===== src/rtl/term_pkg.sv =====
// ============================================================================
// Module   : term_pkg
// Brief    : Shared encodings and field widths for the text terminal controller.
// Revision : 1.0 - initial release
// ============================================================================
`default_nettype none

package term_pkg;

    localparam int X_W    = 6;
    localparam int Y_W    = 5;
    localparam int ADDR_W = X_W + Y_W;

    localparam logic [7:0] CHR_CR    = 8'h0D;
    localparam logic [7:0] CHR_LF    = 8'h0A;
    localparam logic [7:0] CHR_BS    = 8'h08;
    localparam logic [7:0] CHR_SPACE = 8'h20;

    typedef enum logic [2:0] {
        ST_IDLE        = 3'd0,
        ST_EXEC        = 3'd1,
        ST_SCROLL_REQ  = 3'd2,
        ST_SCROLL_WAIT = 3'd3,
        ST_CLEAR       = 3'd4
    } term_state_e;

    function automatic logic is_printable(input logic [7:0] b);
        return (b >= 8'h20) && (b <= 8'h7E);
    endfunction

endpackage

`default_nettype wire


===== src/rtl/term_ctrl_vram_mux.sv =====
// ============================================================================
// Module   : vram_mux
// Brief    : Selects between controller and scroll-engine VRAM requests.
// Revision : 1.0 - initial release
// ============================================================================
`default_nettype none

module vram_mux
    import term_pkg::*;
(
    input  logic              i_sel_scr,
    input  logic [ADDR_W-1:0] i_ctl_addr,
    input  logic [7:0]        i_ctl_din,
    input  logic              i_ctl_ce,
    input  logic              i_ctl_w,
    input  logic [ADDR_W-1:0] i_scr_addr,
    input  logic [7:0]        i_scr_din,
    input  logic              i_scr_ce,
    input  logic              i_scr_w,
    output logic [ADDR_W-1:0] o_addr,
    output logic [7:0]        o_din,
    output logic              o_ce,
    output logic              o_w
);

    assign o_addr = i_sel_scr ? i_scr_addr : i_ctl_addr;
    assign o_din  = i_sel_scr ? i_scr_din  : i_ctl_din;
    assign o_ce   = i_sel_scr ? i_scr_ce   : i_ctl_ce;
    assign o_w    = i_sel_scr ? i_scr_w    : i_ctl_w;

endmodule

`default_nettype wire


===== src/rtl/term_ctrl.sv =====
// ============================================================================
// Module   : term_ctrl
// Brief    : Byte-stream text terminal: cursor handling, scroll hand-off, row clear.
// Revision : 1.0 - initial release
// ============================================================================
`default_nettype none

module term_ctrl
    import term_pkg::*;
#(
    parameter int COLS = 60,
    parameter int ROWS = 17
) (
    input  logic              i_clk,
    input  logic              i_rst_n,
    input  logic [7:0]        i_data,
    input  logic              i_valid,
    output logic              o_ready,
    output logic [ADDR_W-1:0] o_vram_addr,
    output logic [7:0]        o_vram_din,
    output logic              o_vram_ce,
    output logic              o_vram_w,
    input  logic [ADDR_W-1:0] i_scr_vram_addr,
    input  logic [7:0]        i_scr_vram_din,
    input  logic              i_scr_vram_ce,
    input  logic              i_scr_vram_w,
    output logic              o_scroll_start,
    input  logic              i_scroll_running,
    output logic [X_W-1:0]    o_cursor_x,
    output logic [Y_W-1:0]    o_cursor_y,
    output logic              o_busy
);

    localparam logic [X_W-1:0] c_last_col = X_W'(COLS - 1);
    localparam logic [Y_W-1:0] c_last_row = Y_W'(ROWS - 1);

    term_state_e       r_state, w_next_state;
    logic [X_W-1:0]    r_x, w_next_x;
    logic [Y_W-1:0]    r_y, w_next_y;
    logic [X_W-1:0]    r_col, w_next_col;
    logic              r_seen, w_next_seen;
    logic [7:0]        r_data;
    logic              r_ready;
    logic              w_newline;
    logic              w_accept;
    logic [ADDR_W-1:0] w_ctl_addr;
    logic [7:0]        w_ctl_din;
    logic              w_ctl_ce;
    logic              w_ctl_w;

    assign w_accept = (r_state == ST_IDLE) && i_valid && r_ready;

    always_ff @(posedge i_clk or negedge i_rst_n) begin
        if (!i_rst_n) begin
            r_state <= ST_IDLE;
            r_x     <= '0;
            r_y     <= '0;
            r_col   <= '0;
            r_seen  <= 1'b0;
            r_data  <= '0;
            r_ready <= 1'b0;
        end else begin
            r_state <= w_next_state;
            r_x     <= w_next_x;
            r_y     <= w_next_y;
            r_col   <= w_next_col;
            r_seen  <= w_next_seen;
            r_ready <= (w_next_state == ST_IDLE);
            if (w_accept) begin
                r_data <= i_data;
            end
        end
    end

    always_comb begin
        w_next_state   = r_state;
        w_next_x       = r_x;
        w_next_y       = r_y;
        w_next_col     = r_col;
        w_next_seen    = r_seen;
        w_newline      = 1'b0;
        w_ctl_addr     = '0;
        w_ctl_din      = '0;
        w_ctl_ce       = 1'b0;
        w_ctl_w        = 1'b0;
        o_scroll_start = 1'b0;

        case (r_state)
            ST_IDLE: begin
                if (w_accept) begin
                    w_next_state = ST_EXEC;
                end
            end

            ST_EXEC: begin
                w_next_state = ST_IDLE;
                if (is_printable(r_data)) begin
                    w_ctl_ce   = 1'b1;
                    w_ctl_w    = 1'b1;
                    w_ctl_addr = {r_y, r_x};
                    w_ctl_din  = r_data;
                    if (r_x == c_last_col) begin
                        w_next_x  = '0;
                        w_newline = 1'b1;
                    end else begin
                        w_next_x = r_x + 1'b1;
                    end
                end else if (r_data == CHR_CR) begin
                    w_next_x = '0;
                end else if (r_data == CHR_LF) begin
                    w_newline = 1'b1;
                end else if (r_data == CHR_BS) begin
                    if (r_x != '0) begin
                        w_next_x = r_x - 1'b1;
                    end
                end
                // Bottom row never moves: the scroll engine shifts the text instead.
                if (w_newline) begin
                    if (r_y == c_last_row) begin
                        w_next_state = ST_SCROLL_REQ;
                    end else begin
                        w_next_y = r_y + 1'b1;
                    end
                end
            end

            ST_SCROLL_REQ: begin
                o_scroll_start = 1'b1;
                w_next_seen    = 1'b0;
                w_next_state   = ST_SCROLL_WAIT;
            end

            ST_SCROLL_WAIT: begin
                // Wait for the engine to have started before accepting its idle level.
                if (i_scroll_running) begin
                    w_next_seen = 1'b1;
                end else if (r_seen) begin
                    w_next_seen  = 1'b0;
                    w_next_col   = '0;
                    w_next_state = ST_CLEAR;
                end
            end

            ST_CLEAR: begin
                w_ctl_ce   = 1'b1;
                w_ctl_w    = 1'b1;
                w_ctl_addr = {c_last_row, r_col};
                w_ctl_din  = CHR_SPACE;
                if (r_col == c_last_col) begin
                    w_next_col   = '0;
                    w_next_state = ST_IDLE;
                end else begin
                    w_next_col = r_col + 1'b1;
                end
            end

            default: begin
                w_next_state = ST_IDLE;
            end
        endcase
    end

    vram_mux u_vram_mux (
        .i_sel_scr  (r_state == ST_SCROLL_WAIT),
        .i_ctl_addr (w_ctl_addr),
        .i_ctl_din  (w_ctl_din),
        .i_ctl_ce   (w_ctl_ce),
        .i_ctl_w    (w_ctl_w),
        .i_scr_addr (i_scr_vram_addr),
        .i_scr_din  (i_scr_vram_din),
        .i_scr_ce   (i_scr_vram_ce),
        .i_scr_w    (i_scr_vram_w),
        .o_addr     (o_vram_addr),
        .o_din      (o_vram_din),
        .o_ce       (o_vram_ce),
        .o_w        (o_vram_w)
    );

    assign o_ready    = r_ready;
    assign o_busy     = (r_state != ST_IDLE);
    assign o_cursor_x = r_x;
    assign o_cursor_y = r_y;

endmodule

`default_nettype wire


===== config.mk =====
export PLATFORM = sky130hd
export DESIGN_NAME = term_ctrl
export DESIGN_NICKNAME = d
export VERILOG_FILES = /design/src/rtl/term_pkg.sv /design/src/rtl/term_ctrl_vram_mux.sv /design/src/rtl/term_ctrl.sv
export SDC_FILE = /design/constraint.sdc
export NUM_CORES = 1
export LEC_CHECK = 0
export BUFFER_PORTS_ARGS = -buffer_cell sky130_fd_sc_hd__clkbuf_2
export CAP_MARGIN = 20
export CORE_MARGIN = 5
export CORE_UTILIZATION = 50
export DETAILED_ROUTE_END_ITERATION = 7
export PLACE_DENSITY = 0.86
export SETUP_SLACK_MARGIN = 0.2
export SYNTH_ARGS = -nofsm -noshare
export SYNTH_HDL_FRONTEND = slang
export SYNTH_HIERARCHICAL = 1
export SYNTH_SLANG_ARGS = --single-unit

===== constraint.sdc =====
create_clock -name i_clk -period 3.3 [get_ports i_clk]
set_input_delay 0.33 -clock i_clk [delete_from_list [all_inputs] [get_ports i_clk]]
set_output_delay 0.33 -clock i_clk [all_outputs]
set_load 0.1 [all_outputs]

==> results.yml <==
logic_synthesis:
  synth-edff-count: 0
  synth_ff_type: "dfrtp_1"
  yosysUniqueCellTypes: 52
  yosys_register_bits: 30
  ys_warn_count: 6
  synthArstFlopShare: 1.00
  syn_area_um2: 2200
  synth_seq_area_share: 0.341
  synth.avg_cell_area_um2: 10.1
  syn_nets: 256
  yosysTopAreaCell: "dfrtp_1"
  syn-instance-count: 217
  synth_top_area_share: 0.341
  synth_area_leaders: "dfrtp_1 34%, mux2_4 14%, mux2_2 5.1%"
global_routing:
  grt_pass1_wl_um: 9090
  grt_max_degree: 31
  gr-usage-all-layers: 0.189
  overflow: 0
  first_global_vias: 1947
  antenna_found_initial: 0
timing:
  setup_viol: 0
  finalHoldViolations: 0
  setup_tns_ns: 0
  worst_pin_slew_ns: 0.834
  rsz0062_at_grt: "false"
  finalWorstSetupSlack_ns: 0.361
  fin_worst_skew_ns: 0.00601
  fmax_mhz: 340
  finalMaxSlewViolations: 0
  hold_ws_ns: 0.0968
  fin_crit_sh: 0.891
  slew_headroom: 0.443
  fin_crit_ns: 2.94
routing:
  first_pass_iters: 4
  vias: 1930
  via_per_inst: 5.74
  drc: 0
  antenna_left: 0
  wl_per_cell_um: 15.7
  first_iter_violations: 183
  wl_um: 5280
clocking:
  cts.sinks: 30
  cts_resized: 0
  cts_setup_buffers: 0
  hold_buffers: 0
  clockBufferDepth: 2
  cts_buffers: 5
  path_clk_slew_ns: 0.07
  h-tree-depth: 2
  cts_root_buffer: "clkbuf_8"
  cts_tree: "built"
  clock_latency_ns: 0.29
flow_run:
  drv_cap: 0
cells_and_area:
  drive_above_1_share: 0.444
  num_antenna_cells: 0
  area_delta_synth_final_pct: 20.6
  layout.nets: 322
  final_cells: 336
  stdcell_area_um2: 2650
placed_design:
  gp_congestion: 0.873
  dp_hpwl_um: 3930
  portBuffers: 67
  place_inst: 328
  dpl_cell_area_um2: 2540
  place_ws_ns: 0.694
worst_setup_path:
  crit_chain: "or3b_4, a211oi_4, and2_1, mux2_4, clkbuf_2"
  critPathTopFamily: "simple AND/OR/NAND/NOR gates"
  r2r_cells: 5
  rr_startpoint: "r_state[0]$_DFF_PN0_"
  criticalPathCategory: "reg -> out"
  start_kind: "flip-flop"
  worstReg2RegEnd: "o_cursor_x[3]$_DFFE_PN0P_"
  worstPathRequired_ns: 2.97
  critPathArrivalTime_ns: 2.61
  critPathMaxStageDelay_ns: 0.61
  reg2reg_slack_ns: 1.04
  crit_path_top_delay_cell: "a211oi_4"
  cp_max_fo: 18
  path_buf_inv: 1
  end_kind: "output port"
pwr:
  ir_drop_mv: 0.657
  power.density_nw_per_um2: 623
  leakage_nw: 1.30
die:
  start_util: 0.508
  dieArea_um2: 5820
  row_count: 24
  die_h_um: 76.3
  fp.dieW_um: 76.3
  boundaryPins: 68
  core_um2: 4320
outcome:
  status: "complete, no violations"
min_path:
  hold_class: "in -> async"
[state kept, by name, indices dropped and copies added, names as in the netlist]
register	flops
r_data	8
r_state	3
o_cursor_y	5
o_ready	1
r_seen	1
o_cursor_x	6
r_col	6
[worst max-delay path by stage]
| stage | startpoint | cells after the start | slack, ns | to |
|---|---|---|---|---|
| global route | r_state[0]$_DFF_PN0_ | 5 | 0.23 | o_vram_addr[4] |
| floorplan | o_cursor_x[0]$_DFFE_PN0P_ | 6 | 0.94 | o_cursor_y[1]$_DFFE_PN0P_ |
| CTS | r_state[0]$_DFF_PN0_ | 5 | 0.38 | o_vram_addr[4] |
| detailed placement | r_state[0]$_DFF_PN0_ | 5 | 0.69 | o_vram_addr[4] |
| finish | r_state[0]$_DFF_PN0_ | 5 | 0.36 | o_vram_din[0] |
| global placement | r_state[0]$_DFF_PN0_ | 5 | 0.75 | o_vram_addr[3] |
[through the flow]
stage          power [mW]  utilization
6_report             1.65        0.613
5_1_grt              1.74        0.613
4_1_cts              1.66        0.613
3_5_place_dp         1.29        0.588
3_3_place_gp         1.27        0.588
2_1_floorplan        1.15            -
[cell type report]
type                       instances  area, µm²
timing repair buffer              68        343
sequential                        30        751
inverter                          11       41.3
multi-input combinational        167       1340
clock buffer                       5       68.8
fill                             373       1670
clock inverter                     3       40.0
tap                               52       65.1
[logic make-up after synthesis]
kind of cell,Yosys count,synth area share
adders and majority gates,6,0.0341
DFF,30,0.341
xor gates and xnor gates,6,0.0239
buffers and inverters,20,0.0478
and+or+nand+nor,74,0.191
muxes,30,0.188
other,1,0.00171
AOI/OAI and AO/OA,50,0.172
[cell usage in the layout, fill, tap and decap left out, drive strengths merged, types with 6 or more instances in the layout]
cell type	count
a22o	7
and2	8
nor3	10
mux2	30
clkbuf	72
inv	11
ha	6
dfrtp	30
o21ai	16
nand3	6
nand2	14
nor2	11
[where the power goes]
group          internal, mW  total (mW)  switching (mW)
Combinational         0.195       0.764           0.569
Sequential            0.422       0.524           0.101
Clock                 0.222       0.366           0.144
[cell usage after synthesis (all sizes together), types with 2 or more instances]
cell type	count
clkbuf	5
or3b	2
nand2b	3
nand4	4
nor2	11
a41oi	2
xnor2	2
nor3	10
a211oi	4
a22o	7
a31oi	3
a221oi	2
mux2	30
or2	2
o22ai	2
inv	11
nand3	6
a21oi	2
dfrtp	30
and2	8
xor2	4
a21o	4
o21bai	2
ha	6
o32ai	2
o21ai	16
buf	4
and3	5
nand2	14
[metal layers]
layer  track usage  routed length, µm  vias to the layer above
met5             0                  0                        -
met4        0.0752                107                        0
met3        0.0532                252                        8
met2         0.321               2720                       52
met1         0.223               2200                      942
li1              -                  -                      928
Note: power is estimated with default switching activity, not from simulation.
